<file path="src/rtl/pipeline_arbiter.sv">
// Round-robin arbiter sharing one swap-style hash unit between NUM_REQ requesters.
// Each accepted job returns the previous job's result; results are routed to their owner.
module pipeline_arbiter #(
   parameter int NUM_REQ      = 4,
   parameter int ID_W         = $clog2(NUM_REQ),
   parameter int FLUSH_CYCLES = 16
) (
   input  logic                   clock,
   input  logic                   reset_n,
   input  logic [16*NUM_REQ-1:0]  req_data,
   input  logic [NUM_REQ-1:0]     req_valid,
   output logic [NUM_REQ-1:0]     req_ready,
   output logic [15:0]            pipe_data,
   output logic                   pipe_data_valid,
   input  logic                   pipe_data_ready,
   input  logic [15:0]            pipe_result,
   input  logic                   pipe_result_valid,
   output logic                   pipe_result_ready,
   output logic [15:0]            rsp_result,
   output logic [ID_W-1:0]        rsp_id,
   output logic                   rsp_valid,
   input  logic                   rsp_ready
);

   localparam int CNT_W = (FLUSH_CYCLES > 1) ? $clog2(FLUSH_CYCLES) : 1;
   localparam logic [CNT_W-1:0] CNT_MAX = CNT_W'((FLUSH_CYCLES > 0) ? FLUSH_CYCLES - 1 : 0);
   localparam logic [ID_W-1:0]  LAST_ID = ID_W'(NUM_REQ - 1);

   typedef enum logic {IDLE, ISSUE} state_t;

   state_t            state_q, state_d;
   logic [ID_W-1:0]   ptr_q, ptr_d;
   logic [ID_W-1:0]   cur_id_q, cur_id_d;
   logic              cur_dummy_q, cur_dummy_d;
   logic              prev_valid_q, prev_valid_d;
   logic [ID_W-1:0]   prev_id_q, prev_id_d;
   logic              prev_dummy_q, prev_dummy_d;
   logic [CNT_W-1:0]  idle_cnt_q, idle_cnt_d;
   logic [15:0]       pipe_data_q, pipe_data_d;
   logic [15:0]       rsp_result_q, rsp_result_d;
   logic [ID_W-1:0]   rsp_id_q, rsp_id_d;
   logic              rsp_valid_q, rsp_valid_d;

   logic              accept;
   logic              any_req;
   logic              grant_ok;
   logic              flush_go;
   logic              granted;
   logic              hi_found;
   logic [ID_W-1:0]   hi_idx, lo_idx, grant_idx;
   logic [15:0]       req_word [NUM_REQ];

   assign accept   = (state_q == ISSUE) && pipe_data_ready;
   assign any_req  = |req_valid;
   assign grant_ok = (state_q == IDLE) && (!rsp_valid_q || rsp_ready);
   assign flush_go = (FLUSH_CYCLES != 0) && prev_valid_q && !prev_dummy_q && (idle_cnt_q == CNT_MAX);

   for (genvar gi = 0; gi < NUM_REQ; gi++) begin : g_req
      assign req_word[gi]  = req_data[16*gi +: 16];
      assign req_ready[gi] = accept && !cur_dummy_q && (cur_id_q == ID_W'(gi));
   end

   // Lowest set index at or above ptr wins; otherwise wrap to the lowest set index overall.
   always_comb begin
      hi_found = 1'b0;
      hi_idx   = '0;
      lo_idx   = '0;
      for (int i = NUM_REQ - 1; i >= 0; i--) begin
         if (req_valid[i]) begin
            lo_idx = ID_W'(i);
            if (ID_W'(i) >= ptr_q) begin
               hi_found = 1'b1;
               hi_idx   = ID_W'(i);
            end
         end
      end
   end

   assign grant_idx = hi_found ? hi_idx : lo_idx;

   always_comb begin
      state_d      = state_q;
      ptr_d        = ptr_q;
      cur_id_d     = cur_id_q;
      cur_dummy_d  = cur_dummy_q;
      prev_valid_d = prev_valid_q;
      prev_id_d    = prev_id_q;
      prev_dummy_d = prev_dummy_q;
      pipe_data_d  = pipe_data_q;
      rsp_result_d = rsp_result_q;
      rsp_id_d     = rsp_id_q;
      rsp_valid_d  = rsp_valid_q;
      granted      = 1'b0;

      if (rsp_valid_q && rsp_ready) begin
         rsp_valid_d = 1'b0;
      end

      case (state_q)
         IDLE: begin
            if (grant_ok && any_req) begin
               granted     = 1'b1;
               state_d     = ISSUE;
               pipe_data_d = req_word[grant_idx];
               cur_id_d    = grant_idx;
               cur_dummy_d = 1'b0;
            end else if (grant_ok && flush_go) begin
               granted     = 1'b1;
               state_d     = ISSUE;
               pipe_data_d = '0;
               cur_dummy_d = 1'b1;
            end
         end
         ISSUE: begin
            if (pipe_data_ready) begin
               // The slot is known empty here: grants are withheld while it is occupied.
               if (prev_valid_q && !prev_dummy_q && pipe_result_valid) begin
                  rsp_valid_d  = 1'b1;
                  rsp_result_d = pipe_result;
                  rsp_id_d     = prev_id_q;
               end
               prev_valid_d = 1'b1;
               prev_id_d    = cur_id_q;
               prev_dummy_d = cur_dummy_q;
               if (!cur_dummy_q) begin
                  ptr_d = (cur_id_q == LAST_ID) ? '0 : cur_id_q + 1'b1;
               end
               state_d = IDLE;
            end
         end
         default: state_d = IDLE;
      endcase

      if (granted || any_req) begin
         idle_cnt_d = '0;
      end else if ((state_q == IDLE) && (idle_cnt_q != CNT_MAX)) begin
         idle_cnt_d = idle_cnt_q + 1'b1;
      end else begin
         idle_cnt_d = idle_cnt_q;
      end
   end

   always_ff @(posedge clock or negedge reset_n) begin
      if (!reset_n) begin
         state_q      <= IDLE;
         ptr_q        <= '0;
         cur_id_q     <= '0;
         cur_dummy_q  <= 1'b0;
         prev_valid_q <= 1'b0;
         prev_id_q    <= '0;
         prev_dummy_q <= 1'b0;
         idle_cnt_q   <= '0;
         pipe_data_q  <= '0;
         rsp_result_q <= '0;
         rsp_id_q     <= '0;
         rsp_valid_q  <= 1'b0;
      end else begin
         state_q      <= state_d;
         ptr_q        <= ptr_d;
         cur_id_q     <= cur_id_d;
         cur_dummy_q  <= cur_dummy_d;
         prev_valid_q <= prev_valid_d;
         prev_id_q    <= prev_id_d;
         prev_dummy_q <= prev_dummy_d;
         idle_cnt_q   <= idle_cnt_d;
         pipe_data_q  <= pipe_data_d;
         rsp_result_q <= rsp_result_d;
         rsp_id_q     <= rsp_id_d;
         rsp_valid_q  <= rsp_valid_d;
      end
   end

   assign pipe_data         = pipe_data_q;
   assign pipe_data_valid   = (state_q == ISSUE) && !pipe_data_ready;
   assign pipe_result_ready = (state_q == ISSUE) && !pipe_data_ready;
   assign rsp_result        = rsp_result_q;
   assign rsp_id            = rsp_id_q;
   assign rsp_valid         = rsp_valid_q;

endmodule
</file>
<file path="config.mk">
export PLATFORM = sky130hd
export DESIGN_NAME = pipeline_arbiter
export DESIGN_NICKNAME = d
export VERILOG_FILES = /design/src/rtl/pipeline_arbiter.sv
export SDC_FILE = /design/constraint.sdc
export NUM_CORES = 1
export LEC_CHECK = 0
export BUFFER_PORTS_ARGS = -buffer_cell sky130_fd_sc_hd__buf_2
export CORE_UTILIZATION = 46
export CTS_CLUSTER_SIZE = 24
export DETAILED_ROUTE_END_ITERATION = 8
export GPL_ROUTABILITY_DRIVEN = 0
export GPL_TIMING_DRIVEN = 0
export PLACE_DENSITY = 0.86
export SETUP_SLACK_MARGIN = 0.2
export SLEW_MARGIN = 20
export SYNTH_ARGS = -nofsm -noshare
export SYNTH_HDL_FRONTEND = slang
export SYNTH_SLANG_ARGS = --single-unit
</file>
<file path="constraint.sdc">
create_clock -name clock -period 2.03 [get_ports clock]
set_input_delay 0.609 -clock clock [delete_from_list [all_inputs] [get_ports clock]]
set_output_delay 0.609 -clock clock [all_outputs]
set_load 0.02 [all_outputs]
</file>
==> results.toml <==
[worst_setup_path]
crit_arrival_ns = 1.26
path_cells = "inv_4 > ha_1 > and2_4 > buf_6"
max_stage_delay_ns = 0.43
reg2reg_from = "ptr_q[1]"
path_class = "reg -> out"
r2r_cells = 6
r2r_slack_ns = 0.25
cp-start-kind = "register"
cp.required_ns = 1.42
critPathSlowestCell = "dfrtp_2"
cp-end-kind = "output port"
timing.rr.end = "pipe_data[7]"
critPathMaxFanout = 4

[sta]
finalCritPeriodShare_pct = 91.83
final.min_clock_period_ns = 1.864
maxSlewViolCount = 0
rsz0062_at_grt = "yes"
clock_skew_ns = 0.006822
layout_setup_ws_ns = 0.1658
fmax_ghz = 0.5364
hold_violations = 0
finalSetupViolations = 0
slew_headroom_pct = 59.16
tightest_slew_ns = 0.6126
whs_ns = 0.3182

[global_route]
grt_util_all_layers_pct = 22.82
antenna_found_initial = 0
met2_usage_pct = 40.35
first_global_vias = 2381
grt_pass1_wl_mm = 10.76
overflow = 0
met3_usage_pct = 4.706
grt_max_degree = 50
gr-usage-met1_pct = 26.79
busiest_layer = "met2"

[synthesis]
synth_nets = 335
yosysSeqAreaShare_pct = 46.93
yosysWarnings = 0
avgSynthCellArea_um2 = 10.84
synthesis.area_um2 = 2613
ys_ff_latch = 49
ys_types = 36
synthCells = 241

[die]
start_util_pct = 47.44
chipWidth_um = 77.36
die-area_um2 = 5985
rows = 27
io-pin-count = 130
die_h_um = 77.36
coreArea_um2 = 5507

[clock_network]
insertion_delay_ns = 0.30
htreeDepth = 2
cts_tree = "built"
ctsLongestPathBuffers = 2
cts_hold_buffers = 0
clkSinkCount = 49
clkTransAtPathRegs_ns = 0.09
clock-root-buffer = "clkbuf_8"
tritoncts.num_buffers = 5

[placement]
hpwlAfterDp_mm = 4.914
io_buffers = 129
placedCellCount = 442
dpl_cell_area_um2 = 3351
pre_cts_slack_ns = -0.3230

[job]
maxCapViolCount = 0

[power_and_ir_drop]
p_clk_share_pct = 15.2
p_switching_mw = 2.089
peakVddDrop_v = 0.0006481
seqPwrFrac_pct = 30.6
p_comb_share_pct = 54.1
power.density_nw_per_um2 = 1374
switching_share_pct = 39.37
p_int_mw = 3.218
leakagePower_nw = 1.922

[hold_path]
hold_path.class = "in -> async"

[finish]
num_antenna_cells = 0
layout-drive-gt1-share_pct = 57.32
fin_area_um2 = 3861
mostFrequentLayoutCells = "buf_2, dfrtp_1, nand2_1, mux2_2, buf_4"
final_common_cell = "buf_2"
areaGrowthSynthToFinish_pct = 47.80
final_cells = 468
nets = 489

[routing]
remaining_drc_errors = 0
vias_per_cell = 5.096
dr.first_iter.drc_count = 77
ant_nets = 0
wl_per_cell_um = 14.25
drt-total-wl_mm = 6.671
drtPass1Iterations = 4
vias = 2385

[run_status]
outcome = "completed"
cell type report:
class	count	area (µm²)
timing repair buffer	147	867.1
tap	72	90.09
fill	424	1645
clock inverter	3	65.06
inverter	4	17.52
multi-input combinational	174	1409
buffer	14	113.9
sequential	49	1230
clock buffer	5	68.82
cells by family after synthesis:
logic type      Yosys count  synth area share, %
fa+ha+maj                 5                2.395
compound gates           65                17.24
simple gates             63                12.69
xor+xnor                  3                1.006
flops                    49                46.94
buf+inv                  18                4.214
mux                      38                15.52
critical path: cells and delay by family (launching register included):
kind	cells	cell delay, ns
AND/OR/NAND/NOR	1	0.16
flip-flops	1	0.43
buffers and inverters	2	0.18
adder cells (fa/ha/maj)	1	0.18
layer usage:
| layer | routed length (µm) | up-vias |
|---|---|---|
| met5 | 0 | - |
| met4 | 102 | 0 |
| met3 | 441 | 7 |
| met2 | 3371 | 115 |
| met1 | 2755 | 1090 |
| li1 | - | 1173 |
cell usage after synthesis:
cell | instances | area (µm²)
a21boi_0 | 17 | 127.6
a21o_2 | 1 | 8.760
a21oi_1 | 3 | 15.01
a31oi_1 | 1 | 6.260
and2_1 | 6 | 37.54
and3_1 | 16 | 100.1
and3_4 | 1 | 11.26
and4_1 | 1 | 8.760
buf_2 | 1 | 5.000
buf_4 | 1 | 7.510
buf_6 | 5 | 56.30
clkbuf_1 | 7 | 26.28
dfrtp_1 | 49 | 1226
ha_1 | 5 | 62.56
inv_1 | 4 | 15.01
mux2_2 | 20 | 225.2
mux2i_1 | 18 | 180.2
nand2_1 | 23 | 86.33
nand2_2 | 1 | 6.260
nand2b_1 | 2 | 12.51
nand4_1 | 2 | 12.51
nor2_1 | 8 | 30.03
nor2b_1 | 1 | 6.260
o211ai_1 | 16 | 120.1
o21a_1 | 1 | 7.510
o21ai_0 | 12 | 60.06
o21ai_1 | 7 | 35.03
o21ai_2 | 3 | 26.28
o21bai_1 | 1 | 7.510
o221a_4 | 1 | 20.02
o22a_2 | 1 | 10.01
o22ai_1 | 1 | 6.260
or3b_1 | 1 | 8.760
or4_4 | 1 | 11.26
xnor2_1 | 1 | 8.760
xor2_1 | 2 | 17.52
power groups by stage:
stage | Clock [mW] | Sequential [mW] | Combinational [mW]
3_3_place_gp | 0 | 1.60 | 2.31
2_1_floorplan | 0 | 2.03 | 1.19
5_1_grt | 0.869 | 1.68 | 3.12
4_1_cts | 0.828 | 1.62 | 2.67
6_report | 0.809 | 1.63 | 2.87
3_5_place_dp | 0 | 1.62 | 2.37
flip-flops by register name (all words and copies together), names as in the netlist:
| register | cells |
|---|---|
| cur_dummy_q | 1 |
| cur_id_q | 2 |
| idle_cnt_q | 4 |
| pipe_data | 16 |
| prev_dummy_q | 1 |
| prev_id_q | 2 |
| prev_valid_q | 1 |
| ptr_q | 2 |
| rsp_id | 2 |
| rsp_result | 16 |
| rsp_valid | 1 |
| state_q | 1 |
how the worst max path moves through the flow:
| stage | startpoint | endpoint | slack (ns) | cells past startpoint |
|---|---|---|---|---|
| 2_1_floorplan | req_valid[3] | pipe_data[0] | 0.07 | 7 |
| 3_3_place_gp | req_valid[3] | pipe_data[14] | -0.30 | 6 |
| 3_5_place_dp | req_valid[3] | state_q | -0.32 | 5 |
| 4_1_cts | cur_id_q[0] | req_ready[2] | 0.14 | 4 |
| 5_1_grt | cur_id_q[0] | req_ready[0] | 0.08 | 4 |
| 6_report | cur_id_q[1] | req_ready[1] | 0.17 | 4 |
what timing repair did:
| item | 4_1_cts | 5_1_grt |
|---|---|---|
| endpoints found under the hold margin | 0 | 0 |
| buffers inserted | 9 | 8 |
| setup endpoints to repair | 30 | 31 |
| pin swaps | 16 | 11 |
| resized for setup | 44 | 30 |
| gates cloned | 1 | 0 |
metrics by stage:
stage	setup TNS, ns	power [mW]	util (%)
global placement	-4.912	3.905	60.85
floorplan	0	3.225	-
detailed placement	-5.472	3.998	60.85
finish	0	5.307	70.12
CTS	0	5.120	67.26
global route	0	5.668	70.12
Note: power is estimated with default switching activity, not from simulation.
